## src/rtl/xor_frame_accumulator.sv

```systemverilog
`default_nettype none
// ============================================================================
// Module   : xor_frame_accumulator
// Purpose  : Streaming XOR reduction engine. Folds a frame of WIDTH-bit words
//            (first beat .. in_last beat) into one column-wise XOR word, a
//            parity bit and a saturating beat count, then presents the result
//            on a valid/ready output until the consumer takes it.
// Ports    : clk, rst         rising-edge clock, async active-high reset
//            in_valid/ready   input beat handshake
//            in_data, in_last input word and end-of-frame marker
//            out_valid/ready  result handshake
//            out_word         XOR of all words in the frame
//            out_parity       ^out_word, inverted when ODD=1
//            out_count        beats in frame, saturating at 2**CNT_W-1
//            out_ovf          beat count saturated during the frame
// Revision : 1.0  initial release
// ============================================================================
module xor_frame_accumulator #(
  parameter int WIDTH = 8,
  parameter int CNT_W = 8,
  parameter int ODD   = 0
) (
  input  logic             clk,
  input  logic             rst,
  input  logic             in_valid,
  output logic             in_ready,
  input  logic [WIDTH-1:0] in_data,
  input  logic             in_last,
  output logic             out_valid,
  input  logic             out_ready,
  output logic [WIDTH-1:0] out_word,
  output logic             out_parity,
  output logic [CNT_W-1:0] out_count,
  output logic             out_ovf
);

  localparam logic             ODD_BIT = (ODD != 0);
  localparam logic [CNT_W-1:0] CNT_MAX = '1;

  typedef enum logic [1:0] {
    IDLE  = 2'd0,
    ACCUM = 2'd1,
    DONE  = 2'd2
  } state_t;

  state_t           state;
  state_t           state_nxt;
  logic [WIDTH-1:0] acc;
  logic [CNT_W-1:0] cnt;
  logic             ovf;
  logic             accept;

  assign accept = in_valid & in_ready;

  // State register
  always_ff @(posedge clk or posedge rst) begin
    if (rst) begin
      state <= IDLE;
    end else begin
      state <= state_nxt;
    end
  end

  // Next-state and handshake decode. DONE refuses input even if the result
  // is drained in the same cycle, giving one bubble per frame.
  always_comb begin
    state_nxt = state;
    in_ready  = 1'b1;
    out_valid = 1'b0;
    case (state)
      IDLE, ACCUM: begin
        if (accept) begin
          state_nxt = in_last ? DONE : ACCUM;
        end
      end
      DONE: begin
        in_ready  = 1'b0;
        out_valid = 1'b1;
        if (out_ready) begin
          state_nxt = IDLE;
        end
      end
      default: begin
        state_nxt = IDLE;
      end
    endcase
  end

  // Accumulator datapath. Only accepted beats touch acc/cnt/ovf, so idle or
  // unknown input values never reach the result.
  always_ff @(posedge clk or posedge rst) begin
    if (rst) begin
      acc <= '0;
      cnt <= '0;
      ovf <= 1'b0;
    end else if (accept) begin
      if (state == IDLE) begin
        acc <= in_data;
        cnt <= CNT_W'(1);
        ovf <= 1'b0;
      end else begin
        acc <= acc ^ in_data;
        // Count holds at its maximum; XOR folding carries on regardless.
        if (cnt == CNT_MAX) begin
          ovf <= 1'b1;
        end else begin
          cnt <= cnt + CNT_W'(1);
        end
      end
    end
  end

  // Result outputs come straight from the accumulator flops, so they are
  // stable for the whole DONE period and valid one cycle after the last beat.
  assign out_word   = acc;
  assign out_parity = (^acc) ^ ODD_BIT;
  assign out_count  = cnt;
  assign out_ovf    = ovf;

endmodule
`default_nettype wire
```

## config.mk

```make
export PLATFORM = sky130hd
export DESIGN_NAME = xor_frame_accumulator
export DESIGN_NICKNAME = d
export VERILOG_FILES = /design/src/rtl/xor_frame_accumulator.sv
export SDC_FILE = /design/constraint.sdc
export NUM_CORES = 1
export LEC_CHECK = 0
export CAP_MARGIN = 0
export CORE_MARGIN = 2
export CORE_UTILIZATION = 47
export DETAILED_ROUTE_END_ITERATION = 8
export GPL_TIMING_DRIVEN = 0
export PLACE_DENSITY_LB_ADDON = 0.05
export SLEW_MARGIN = 20
export SYNTH_ARGS = -nofsm -noshare
export SYNTH_HDL_FRONTEND = slang
export SYNTH_SLANG_ARGS = --single-unit
```

## constraint.sdc

```tcl
create_clock -name clk -period 1.8 [get_ports clk]
set_input_delay 0.18 -clock clk [delete_from_list [all_inputs] [get_ports clk]]
set_output_delay 0.18 -clock clk [all_outputs]
set_load 0.02 [all_outputs]
```

### Word level (Yosys, flattened, before mapping)

Index checks and enable logic that the tools add are counted.

* register bits after elaboration: 19
* bits of input ports: 13
* output and inout bits: 20

* add/sub/neg operators: 1
* equal/unequal tests: 6
* muxes and demuxes: 11
* bitwise operators: 2
* reduce and logical (&&, ||, !) cells: 7

Operators with widths (count)
* $mux 8: 3
* $add 8x1->8 const B: 1
* $eq 8x8->1 const B: 1
* $reduce_xor 8->1: 1
* $xor 8x8->8: 1
* $mux 2: 3
* $ne 2x2->1 const B: 3
* $reduce_and 2->1: 3
* $mux 1: 4
* $pmux 2 s2: 1
* $eq 2x1->1 const B: 1
* $eq 2x2->1 const B: 1
* $logic_not 2->1: 1
* $reduce_bool 2->1: 1
* $reduce_or 2->1: 1
* $and 1x1->1: 1

### Depth between registers and ports, before layout

* depth after elaboration: 5
* mapped depth: 6
* gate-level depth less buffers: 5

### Least setup slack after synthesis

Ideal clock, no wire load.

* kind: flip-flop to flip-flop
* from: reg cnt[0] (netlist: out_count[0])
* to: reg cnt[3] (netlist: out_count[3])
* setup time: 0.069 ns
* data arrival time: 1.586 ns
* required time: 1.731 ns
* slack: 0.145 ns
* cell stages (with the launch flop): 6
* buffers on the path: 0
* cell sequence: dfrtp_1 > ha_1 > nand4_2 > o311ai_4 > or4_1 > nand3_1

* longest elaborated chain between the ends: 3
* elaborated cells between the ends (all ways): 6
* those cells by class: add/sub (1); eq/ne (2); mux (2); reduce/logical (1)

Ends and longest elaborated chain
* start, declared: RTL line 49 `logic [CNT_W-1:0] cnt;`
* start signal, assigned: RTL line 107 `cnt <= cnt + CNT_W'(1);`
* $add 8x1->8 / $eq 8x8->1 (equally long branches): RTL line 107, 104
* $mux 8 / $ne 2x2->1 (equally long branches)
* $mux 8 / $reduce_and 2->1 (equally long branches)

Several ways; a longest one is shown, not always the timed one. The select of a mux whose other input is x is not followed.
A chain may end at the register's enable or synchronous reset.

### Final worst setup path

* from: reg acc[0] (netlist: out_word[0])
* to: out out_parity

* longest elaborated chain between the ends: 1

Ends and longest elaborated chain
* start, declared: RTL line 48 `logic [WIDTH-1:0] acc;`
* start signal, assigned: RTL line 98 `acc <= in_data;`
* start signal, assigned: RTL line 102 `acc <= acc ^ in_data;`
* $reduce_xor 8->1: RTL line 116 `assign out_parity = (^acc) ^ ODD_BIT;`
* end, declared: RTL line 32 `output logic out_parity,`

Every way passes these cells.

==> insert_results.sql <==
INSERT INTO impl_metrics (metric_group, metric, value, unit) VALUES
('cts', 'cts_post_setup_buffers_inserted', '0', ''),
('routing', 'detail_route.wirelength', '2905', 'µm'),
('layout', 'final-instance-count-excl-fill', '198', ''),
('job', 'cap_violations', '0', ''),
('timing', 'max_freq', '0.5940', 'GHz'),
('routing', 'dr_total_vias', '1136', ''),
('layout', 'layout-area-overhead-vs-synth', '32.69', '%'),
('floorplan', 'design.die.area', '2890', 'µm²'),
('critical_path', 'timing.critical_path.fanout_max', '5', ''),
('power', 'power', '1.869', 'mW'),
('timing', 'setup_viol_count_final', '0', ''),
('logic_synthesis', 'synth_cells', '132', ''),
('timing', 'timing.final.max_slew_violations', '0', ''),
('logic_synthesis', 'synth_simple_gate_area_share', '26.34', '%'),
('placement', 'gp_congestion', '0.7218', ''),
('cts', 'clock-root-buffer', 'sky130_fd_sc_hd__clkbuf_4', ''),
('global_route', 'grt_pass1_vias', '1067', ''),
('timing', 'unrepaired_setup_endpoints_after_global_routing', 'false', ''),
('routing', 'routedWlPerCell', '14.67', 'µm'),
('logic_synthesis', 'yosys_warnings', '0', ''),
('layout', 'layout.cell_area.non_filler', '1544', 'µm²'),
('critical_path', 'cp_data_required_time', '1.62', 'ns'),
('timing', 'tightest_slew', '0.7430', 'ns'),
('routing', 'firstDrtPassIters', '4', ''),
('logic_synthesis', 'synth_sequential_area_ratio', '40.86', '%'),
('timing', 'slew_headroom', '50.41', '%'),
('critical_path', 'arrival', '1.50', 'ns'),
('layout', 'final_nets', '183', ''),
('logic_synthesis', 'netlist_area', '1164', 'µm²'),
('cts', 'ctsLongestPathBuffers', '2', ''),
('logic_synthesis', 'synth_top_area_share', '40.86', '%'),
('logic_synthesis', 'synth_top_family_by_area', 'simple AND/OR/NAND/NOR gates', ''),
('layout', 'n_fill_cell', '213', ''),
('layout', 'drive_above_1_share', '6.548', '%'),
('placement', 'postPlaceCellArea', '1521', 'µm²'),
('placement', 'dp_hpwl', '2100', 'µm'),
('global_route', 'grt_start_max_net_pins', '20', ''),
('routing', 'detail_route.iter0.violations', '31', ''),
('layout', 'diodes', '0', ''),
('timing', 'finalCritPeriodShare', '93.53', '%'),
('placement', 'placement.setup.worst_slack', '0.01131', 'ns'),
('critical_path', 'worst_setup_path_end_kind', 'output port', ''),
('logic_synthesis', 'synth_mux_area_share', '0', '%'),
('routing', 'avgViaCountPerCell', '5.737', ''),
('global_route', 'global_route.overflow_total', '0', ''),
('global_route', 'number_of_antenna_violations_at_the_first_check_in_global_routing', '0', ''),
('floorplan', 'boundaryPins', '33', ''),
('logic_synthesis', 'synth_cell_type_count', '33', ''),
('logic_synthesis', 'ranking_of_synthesized_cells_by_area', 'sky130_fd_sc_hd__dfrtp_1 41%, sky130_fd_sc_hd__and4_1 7.5%, sky130_fd_sc_hd__nor2_1 6.5%', ''),
('global_route', 'grt_pass1_wl', '4705', 'µm'),
('routing', 'drcViolationCount', '0', ''),
('cts', 'cts_made_buffers', '3', ''),
('placement', 'port-buffer-count', '32', ''),
('global_route', 'grt_usage', '22.05', '%'),
('power', 'total_leakage_power', '0.6394', 'nW'),
('logic_synthesis', 'postSynthRegisterBits', '19', ''),
('critical_path', 'setup.worst_path.start_class', 'flip-flop', ''),
('power', 'power_density', '1211', 'nW/µm²'),
('logic_synthesis', 'post_synthesis_net_count', '146', ''),
('worst_hold_path', 'hp-class', 'in -> async', ''),
('timing', 'min_period', '1.683', 'ns'),
('floorplan', 'num_rows', '18', ''),
('logic_synthesis', 'synth.avg_cell_area', '8.815', 'µm²'),
('logic_synthesis', 'area_fraction_in_compound_gates_after_synthesis', '22.15', '%'),
('status', 'status', 'finished, final reports clean', ''),
('logic_synthesis', 'synth_fa_ha_area_share', '1.075', '%'),
('cts', 'cts_tree', 'built', ''),
('cts', 'h_tree_depth_reported_by_cts', '1', ''),
('timing', 'layout_setup_ws', '0.1165', 'ns'),
('cts', 'cts_num_sinks', '19', ''),
('timing', 'clock_skew', '0.003931', 'ns');
-- stage by stage --
step / TNS, ns / hold WS, ns
floorplan: 0 / 0.1311
global route: 0 / 0.3796
CTS: -0.02472 / 0.3253
finish: 0 / 0.2866
detailed placement: 0 / 0.5180
global placement: 0 / 0.5165
-- kinds of logic (layout without fill, tap and decap cells) --
group           count (synthesis)  count (layout)
compound gates                 38              38
xor+xnor                        7               7
fa+ha+maj                       1               1
buf+inv                        11              47
flops                          19              19
simple gates                   56              56
-- flip-flops by register name, indices dropped and copies added, names as in the netlist --
| name | flops |
|---|---|
| out_count | 8 |
| out_ovf | 1 |
| out_word | 8 |
| state | 2 |
-- synth_stat cells, drive strengths merged --
cell	n
o21ai	9
nand2	6
or2b	1
a2bb2oi	7
clkinv	1
inv	3
xor2	1
dfrtp	19
a22oi	1
a41oi	1
ha	1
nand3b	1
o41ai	1
clkbuf	5
or2	1
and4	10
nand4	2
o311ai	1
o22ai	2
nand3	4
xnor2	6
nor2	20
a21oi	13
o31ai	2
nor2b	1
or4	1
nor3	8
a211oi	1
buf	2
nand2b	1
-- power by group --
group | internal (mW) | total, mW | switching, mW
clock network | 0.0828 | 0.230 | 0.147
registers | 0.527 | 0.685 | 0.158
logic | 0.457 | 0.954 | 0.497
total | 1.07 | 1.87 | 0.803
-- path summary, 6_finish.rpt --
check / start / endpoint / slack, ns / depth (start not counted)
max in group asynchronous: rst / out_word[6] / 1.05 / 2
min: rst / out_count[5] / 0.29 / 2
max reg2reg: out_count[0] / out_count[0] / 0.15 / 6
min reg2reg: out_count[7] / out_count[7] / 0.53 / 1
min in group clk: out_ready / state[1] / 0.43 / 2
max: out_word[0] / out_parity / 0.12 / 4
-- placed cells by master (no fill, tap or decap), drive strengths merged, types with 2 or more instances in the layout --
| master | instances |
|---|---|
| clkdlybuf4s50 | 29 |
| nor2 | 20 |
| dfrtp | 19 |
| a21oi | 13 |
| and4 | 10 |
| o21ai | 9 |
| clkbuf | 9 |
| nor3 | 8 |
| a2bb2oi | 7 |
| nand2 | 6 |
| xnor2 | 6 |
| nand3 | 4 |
| inv | 3 |
| o31ai | 2 |
| o22ai | 2 |
| dlygate4sd2 | 2 |
| clkinv | 2 |
| buf | 2 |
| nand4 | 2 |
-- final cells by class --
class                           count  area, µm²  area share [%]
Buffer                              7      35.03           2.269
Clock buffer                        3      22.52           1.459
Clock inverter                      1      5.005          0.3241
Inverter                            4      15.01          0.9724
Multi-Input combinational cell    102      640.6           41.49
Sequential cell                    19      475.5           30.79
Tap cell                           30      37.54           2.431
Timing Repair Buffer               32      312.8           20.26
-- critical path: stages, from the launching register on --
cell and delay (ns):
sky130_fd_sc_hd__dfrtp_1 0.45, sky130_fd_sc_hd__xor2_1 0.19, sky130_fd_sc_hd__xnor2_1 0.22, sky130_fd_sc_hd__xnor2_1 0.15, sky130_fd_sc_hd__clkbuf_2 0.19
-- metal layers --
| layer | global-route usage (%) | vias to the layer above | wire [µm] | part of all wire (%) |
|---|---|---|---|---|
| met4 | 3.846 | 0 | 0 | 0 |
| li1 | - | 560 | - | - |
| met3 | 2.500 | 0 | 121 | 4.2 |
| met5 | 0 | - | 0 | 0 |
| met1 | 26.91 | 549 | 1298 | 45 |
| met2 | 41.46 | 27 | 1485 | 51 |
-- what timing repair did --
item	CTS	global route
gates resized for setup	4	3
hold buffers	0	0
setup endpoints to repair	3	4
No activity file was read; power rests on OpenSTA's default activity.
